[src/rtl/alu_muldiv_seq.sv]
`default_nettype none
// ============================================================================
// Module   : alu_muldiv_seq
// Purpose  : RV32M/RV64M companion for the EX stage. Decodes M-extension ops
//            and runs them on an iterative shift-add multiplier / restoring
//            divider. The pipeline is held through a stall/done handshake.
// Revision : 1.0 - initial release
// ============================================================================
module alu_muldiv_seq #(
  parameter int XLEN         = 32,
  parameter bit FAST_SPECIAL = 1'b1
) (
  input  logic            clk,
  input  logic            rst_n,
  input  logic            start,
  input  logic [2:0]      ALUOp,
  input  logic            funct7_0,
  input  logic [2:0]      funct3,
  input  logic [XLEN-1:0] op_a,
  input  logic [XLEN-1:0] op_b,
  input  logic            flush,
  output logic            is_m,
  output logic            stall,
  output logic            busy,
  output logic            done,
  output logic [XLEN-1:0] result
);

  localparam int CW = $clog2(XLEN);
  localparam logic [CW-1:0] C_LAST = CW'(XLEN - 1);

  localparam logic [2:0] C_IDLE = 3'd0;
  localparam logic [2:0] C_MUL  = 3'd1;
  localparam logic [2:0] C_DIV  = 3'd2;
  localparam logic [2:0] C_FIX  = 3'd3;
  localparam logic [2:0] C_DONE = 3'd4;

  localparam logic [XLEN-1:0] C_MOST_NEG = {1'b1, {(XLEN-1){1'b0}}};

  // State and datapath registers. acc_q holds the running product, or
  // {remainder, quotient} while dividing; the extra top bit catches carries.
  logic [2:0]      state_q,  state_d;
  logic [CW-1:0]   cnt_q,    cnt_d;
  logic [2*XLEN:0] acc_q,    acc_d;
  logic [XLEN-1:0] mcand_q,  mcand_d;   // multiplicand magnitude or divisor magnitude
  logic [2:0]      f3_q,     f3_d;
  logic            neg_q,    neg_d;     // signs of operands differ (signed ops only)
  logic            nega_q,   nega_d;    // dividend was negative (signed ops only)
  logic            spec_q,   spec_d;    // divide-by-zero or signed overflow
  logic [XLEN-1:0] spval_q,  spval_d;   // architected result of the special case
  logic [XLEN-1:0] result_q, result_d;

  // Decode and accept-time operand conditioning.
  logic            w_accept;
  logic            w_a_signed, w_b_signed, w_neg_a, w_neg_b;
  logic [XLEN-1:0] w_amag, w_bmag;
  logic            w_div0, w_ovf;
  logic [XLEN-1:0] w_spval;

  // Iteration and fix-up datapath.
  logic [XLEN:0]     w_mul_sum;
  logic [2*XLEN:0]   w_mul_nxt;
  logic [2*XLEN:0]   w_sh;
  logic [XLEN+1:0]   w_trial;
  logic [2*XLEN:0]   w_div_nxt;
  logic [2*XLEN-1:0] w_prod_s;
  logic [XLEN-1:0]   w_quo_s, w_rem_s;
  logic [XLEN-1:0]   w_fix_res;

  assign is_m   = (ALUOp == 3'b010) && funct7_0;
  assign busy   = (state_q != C_IDLE) && (state_q != C_DONE);
  assign done   = (state_q == C_DONE);
  assign stall  = busy | (start & is_m & (state_q == C_IDLE));
  assign result = result_q;

  // Operand decode: signedness per funct3, magnitudes and special-case detection.
  always_comb begin
    w_accept   = start & is_m & (state_q == C_IDLE) & ~flush;
    w_a_signed = (funct3 == 3'b001) || (funct3 == 3'b010) ||
                 (funct3 == 3'b100) || (funct3 == 3'b110);
    w_b_signed = (funct3 == 3'b001) || (funct3 == 3'b100) || (funct3 == 3'b110);
    w_neg_a    = w_a_signed & op_a[XLEN-1];
    w_neg_b    = w_b_signed & op_b[XLEN-1];
    w_amag     = w_neg_a ? (-op_a) : op_a;
    w_bmag     = w_neg_b ? (-op_b) : op_b;
    w_div0     = funct3[2] & (op_b == '0);
    w_ovf      = funct3[2] & ~funct3[0] & (op_a == C_MOST_NEG) & (&op_b);
    if (w_div0) begin
      w_spval = funct3[1] ? op_a : '1;
    end else begin
      w_spval = funct3[1] ? '0 : op_a;
    end
  end

  // One multiply step, one restoring-divide step, and the final sign fix-up.
  always_comb begin
    w_mul_sum = {1'b0, acc_q[2*XLEN-1:XLEN]} + {1'b0, mcand_q};
    if (acc_q[0]) begin
      w_mul_nxt = {1'b0, w_mul_sum, acc_q[XLEN-1:1]};
    end else begin
      w_mul_nxt = {1'b0, acc_q[2*XLEN:1]};
    end

    w_sh    = {acc_q[2*XLEN-1:0], 1'b0};
    w_trial = {1'b0, w_sh[2*XLEN:XLEN]} - {2'b00, mcand_q};
    if (!w_trial[XLEN+1]) begin
      w_div_nxt = {w_trial[XLEN:0], w_sh[XLEN-1:1], 1'b1};
    end else begin
      w_div_nxt = w_sh;
    end

    w_prod_s = neg_q  ? (-acc_q[2*XLEN-1:0])    : acc_q[2*XLEN-1:0];
    w_quo_s  = neg_q  ? (-acc_q[XLEN-1:0])      : acc_q[XLEN-1:0];
    w_rem_s  = nega_q ? (-acc_q[2*XLEN-1:XLEN]) : acc_q[2*XLEN-1:XLEN];
    case (f3_q)
      3'b000:                 w_fix_res = w_prod_s[XLEN-1:0];
      3'b001, 3'b010, 3'b011: w_fix_res = w_prod_s[2*XLEN-1:XLEN];
      3'b100, 3'b101:         w_fix_res = w_quo_s;
      default:                w_fix_res = w_rem_s;
    endcase
    if (spec_q) begin
      w_fix_res = spval_q;
    end
  end

  // Next-state logic for the sequencer and all datapath registers.
  always_comb begin
    state_d  = state_q;
    cnt_d    = cnt_q;
    acc_d    = acc_q;
    mcand_d  = mcand_q;
    f3_d     = f3_q;
    neg_d    = neg_q;
    nega_d   = nega_q;
    spec_d   = spec_q;
    spval_d  = spval_q;
    result_d = result_q;
    case (state_q)
      C_IDLE: begin
        if (w_accept) begin
          f3_d    = funct3;
          neg_d   = w_neg_a ^ w_neg_b;
          nega_d  = w_neg_a;
          spec_d  = w_div0 | w_ovf;
          spval_d = w_spval;
          cnt_d   = '0;
          if (FAST_SPECIAL && (w_div0 || w_ovf)) begin
            state_d  = C_DONE;
            result_d = w_spval;
          end else if (funct3[2]) begin
            state_d = C_DIV;
            mcand_d = w_bmag;
            acc_d   = {{(XLEN+1){1'b0}}, w_amag};
          end else begin
            state_d = C_MUL;
            mcand_d = w_amag;
            acc_d   = {{(XLEN+1){1'b0}}, w_bmag};
          end
        end
      end
      C_MUL: begin
        acc_d = w_mul_nxt;
        cnt_d = cnt_q + CW'(1);
        if (cnt_q == C_LAST) state_d = C_FIX;
      end
      C_DIV: begin
        acc_d = w_div_nxt;
        cnt_d = cnt_q + CW'(1);
        if (cnt_q == C_LAST) state_d = C_FIX;
      end
      C_FIX: begin
        result_d = w_fix_res;
        state_d  = C_DONE;
      end
      C_DONE:  state_d = C_IDLE;
      default: state_d = C_IDLE;
    endcase
    // A pipeline kill abandons the op without touching the visible result.
    if (flush) begin
      state_d  = C_IDLE;
      result_d = result_q;
    end
  end

  // State registers with asynchronous active-low clear.
  always_ff @(posedge clk or negedge rst_n) begin
    if (!rst_n) begin
      state_q  <= C_IDLE;
      cnt_q    <= '0;
      acc_q    <= '0;
      mcand_q  <= '0;
      f3_q     <= '0;
      neg_q    <= 1'b0;
      nega_q   <= 1'b0;
      spec_q   <= 1'b0;
      spval_q  <= '0;
      result_q <= '0;
    end else begin
      state_q  <= state_d;
      cnt_q    <= cnt_d;
      acc_q    <= acc_d;
      mcand_q  <= mcand_d;
      f3_q     <= f3_d;
      neg_q    <= neg_d;
      nega_q   <= nega_d;
      spec_q   <= spec_d;
      spval_q  <= spval_d;
      result_q <= result_d;
    end
  end

endmodule
`default_nettype wire

[config.mk]
export PLATFORM = sky130hd
export DESIGN_NAME = alu_muldiv_seq
export DESIGN_NICKNAME = d
export VERILOG_FILES = /design/src/rtl/alu_muldiv_seq.sv
export SDC_FILE = /design/constraint.sdc
export NUM_CORES = 1
export LEC_CHECK = 0
export BUFFER_PORTS_ARGS = -buffer_cell sky130_fd_sc_hd__buf_2
export CAP_MARGIN = 40
export CORE_MARGIN = 4
export CORE_UTILIZATION = 30
export DETAILED_ROUTE_END_ITERATION = 7
export PLACE_DENSITY = 0.52
export SKIP_LAST_GASP = 1
export SLEW_MARGIN = 5
export SYNTH_ARGS = -nofsm -noshare
export SYNTH_HDL_FRONTEND = slang
export SYNTH_SLANG_ARGS = --single-unit
[constraint.sdc]
create_clock -name clk -period 7.85 [get_ports clk]
set_input_delay 0.3925 -clock clk [delete_from_list [all_inputs] [get_ports clk]]
set_output_delay 0.3925 -clock clk [all_outputs]
set_load 0.1 [all_outputs]
==> run metrics <==
detailed router's first-iteration violation count=1,599; synth cell count leaders=a21oi_1 (228), o21ai_0 (221), nand2_1 (218); largest net degree at the start of global routing=106; Die H=242.2 microns; Post-synth EDFFs=0; n_diodes=0; ys flop type=dfrtp_1; Reg clk slew, reported paths=0.09 ns; Sw Share=49.55%; CP Class=in -> reg; ys async rst share=100.0%; Crit. End Element=register; Layout area overhead=10.57%; first-pass GRT wire length=97.86 mm; CP max stage delay=0.82 ns; initial antenna violation count=2; P_sw=2.644 mW; CTS tree=built; NumNets Final=2,316; maximum clock frequency=0.2131 GHz; endpoints failing hold=0; Worst EP required=8.28 ns; clock network power share=17.2%; most frequent cell after synthesis=a21oi_1; Core Area=54,030 sq um; RD Place Congestion=0.9229; via count=16,640; Routed WL=64.55 mm; remaining global-route overflow=0; fill count=5,770; synthesized flop and latch total=175; Post-CTS Hold Fix Bufs=1; crit start category=primary input; Yosys top cell area share=26.61%; relative slew slack=36.48%; leakage dissipation=7.447 nW; Max Root-Sink Buffers=2; CTS resizes=0; Core Rows=85; Yosys cell types=75; Yosys Warn Count=0; Gate power share=54.6%; number of global-route vias before repair=15,570; DR vias/cell=5.784; Max Cap Violations=0; Die X=242.2 microns; share of cells above drive strength 1=10.59%; clock skew=0.02707 ns; CTS Buf Count=17; CP cell instances=buf_2 > buf_4 > inv_1 > nor4_1 > and2_2 > a41o_1 > or2_2 > buf_4 > and2_2 > buf_12 > a211oi_1 > o221ai_1 > o22a_1; cell taking the most area after synthesis=dfrtp_1; sequential fraction of design power=28.2%; Synth Area per Inst=7.565 sq um; outcome=finished clean; period utilization=59.79%; register area share after synthesis=26.61%; sequential cell area=4380 sq um; CP max stage cell=and2_2; CTS root buf=clkbuf_16; starting density of the core=30.46%; worst-margin pin slew=0.9464 ns; Peak VDD IR=188.7 uV; 1st-pass router iterations=6; Mapped Cells=2,175; HPWL after DPL=49.83 mm; Post-Route Setup TNS=0 ns; crit path DAT=5.13 ns; DR WL/cell=22.43 microns; top cells by area, synth=dfrtp_1 (27%), a21oi_1 (6.9%), o21ai_0 (6.7%); Top delay family on crit path=buffers and inverters; setup bufs post-CTS=0; Final min period=4.693 ns; # port buffers=110; Final setup viols=0; Final Slew Violations=0; crit-path max FO=105; CTS H-tree lvls=4; unrepaired setup endpoints after global routing=false; clock latency on the worst-skew pair=0.48 ns; IO Pins=111; PD cells=293.4 nW/um^2; Syn Nets=2,323; post-synthesis cell area=16,450 sq um; Hold Crit Class=in -> reg; Global Route Usage Sum=21.41%; Worst Path Buf+Inv=5; area used by multi-input combinational logic=11,190 sq um; DIE AREA=58,660 sq um; Residual DRC=0; CTS sink count=175; total power=5.337 mW; Final ANT Viol Nets=0; design internal power=2.693 mW
-- logic make-up after synthesis --
family,share of synthesized area [%]
mux,3.794
compound gates,29.91
buf+inv,5.558
flops,26.61
fa+ha+maj,5.825
simple gates,18.72
xor+xnor,9.581
-- cells in the final DEF, fill, tap and decap left out, drive strengths merged, types with 9 or more instances in the layout --
cell	netlist	final
o21ai	244	244
a21oi	228	228
nand2	218	218
nor2	209	209
dfrtp	175	175
buf	22	143
xnor2	113	113
inv	66	74
ha	71	71
xor2	67	67
mux2i	41	41
nor3	41	41
a21o	33	33
nand3	32	32
o31ai	31	31
a211oi	30	30
o211ai	24	24
a22oi	22	22
or4	22	22
or3	21	21
mux2	19	19
nand4	18	18
nand2b	18	18
clkbuf	150	18
a221oi	17	17
o41ai	17	17
o221ai	16	16
o21a	16	16
a222oi	16	16
nor4	16	16
nor2b	13	13
a31oi	12	12
a221o	11	11
and3	10	10
or2	10	10
a22o	9	9
a2111oi	9	9
and2	9	9
-- path summary, 6_finish.rpt --
kind / startpoint / end / slack, ns / cells past startpoint
setup / recovery: funct3[2] / acc_q[62] / 3.16 / 13
hold / removal: funct3[0] / f3_q[0] / 0.25 / 2
setup reg to reg: acc_q[31] / acc_q[62] / 3.17 / 14
hold reg to reg: spval_q[1] / spval_q[1] / 0.48 / 2
max in group asynchronous: rst_n / mcand_q[10] / 6.31 / 4
min in group asynchronous: rst_n / result[22] / 0.43 / 2
-- metrics by stage --
step	std cells	instance area [sq um]	utilization (%)	worst slack [ns]	hold WS, ns
5_1_grt	2877	18190	33.68	2.786	0.2323
4_1_cts	2875	18180	33.66	3.177	0.2270
2_1_floorplan	2175	16450	-	1.480	0.09691
3_5_place_dp	2842	17560	32.50	2.748	0.3773
6_report	2877	18190	33.68	3.157	0.2538
3_3_place_gp	2835	17440	32.29	2.545	0.4565
-- sequential cells by signal, summed over array words and instances (netlist names) --
| name | count |
|---|---|
| acc_q | 65 |
| cnt_q | 5 |
| f3_q | 3 |
| mcand_q | 32 |
| neg_q | 1 |
| nega_q | 1 |
| result | 32 |
| spec_q | 1 |
| spval_q | 32 |
| state_q | 3 |
-- metal layers --
layer,wire length (microns),up-vias,global-route usage (%),share of wire [%]
met2,28560,540,33.23,44
met1,29240,8069,29.28,45
li1,-,7928,-,-
met3,4237,103,4.726,6.6
met5,0,-,0,0
met4,2502,0,7.871,3.9
-- worst reg2reg max path, stage by stage (launching register included) --
cell and delay (ns):
dfrtp_1 0.51, inv_1 0.11, ha_1 0.17, inv_1 0.06, fa_1 0.44, a211oi_1 0.44, o21ai_1 0.19, a31o_2 0.31
a221oi_1 0.79, o21ai_0 0.41, a221o_1 0.42, a21oi_1 0.17, xor2_1 0.26, o221ai_1 0.14, o22a_1 0.18
-- layout make-up --
class                   instances  area share [%]
multi-input cells            1762           61.51
inverters                      66           1.362
repair buffers                146           4.883
well taps                     696           4.786
flip-flops and latches        175           24.08
clock inverters                15           1.045
clock buffers                  17           2.338
-- power groups by stage --
| stage | logic, mW | registers (mW) | clock network [mW] |
|---|---|---|---|
| 2_1_floorplan | 2.23 | 1.27 | 0 |
| 3_3_place_gp | 2.83 | 1.51 | 0 |
| 3_5_place_dp | 2.87 | 1.51 | 0 |
| 4_1_cts | 2.89 | 1.49 | 0.937 |
| 5_1_grt | 3.21 | 1.53 | 0.967 |
| 6_report | 2.91 | 1.51 | 0.917 |
Note: power is estimated with default switching activity, not from simulation.
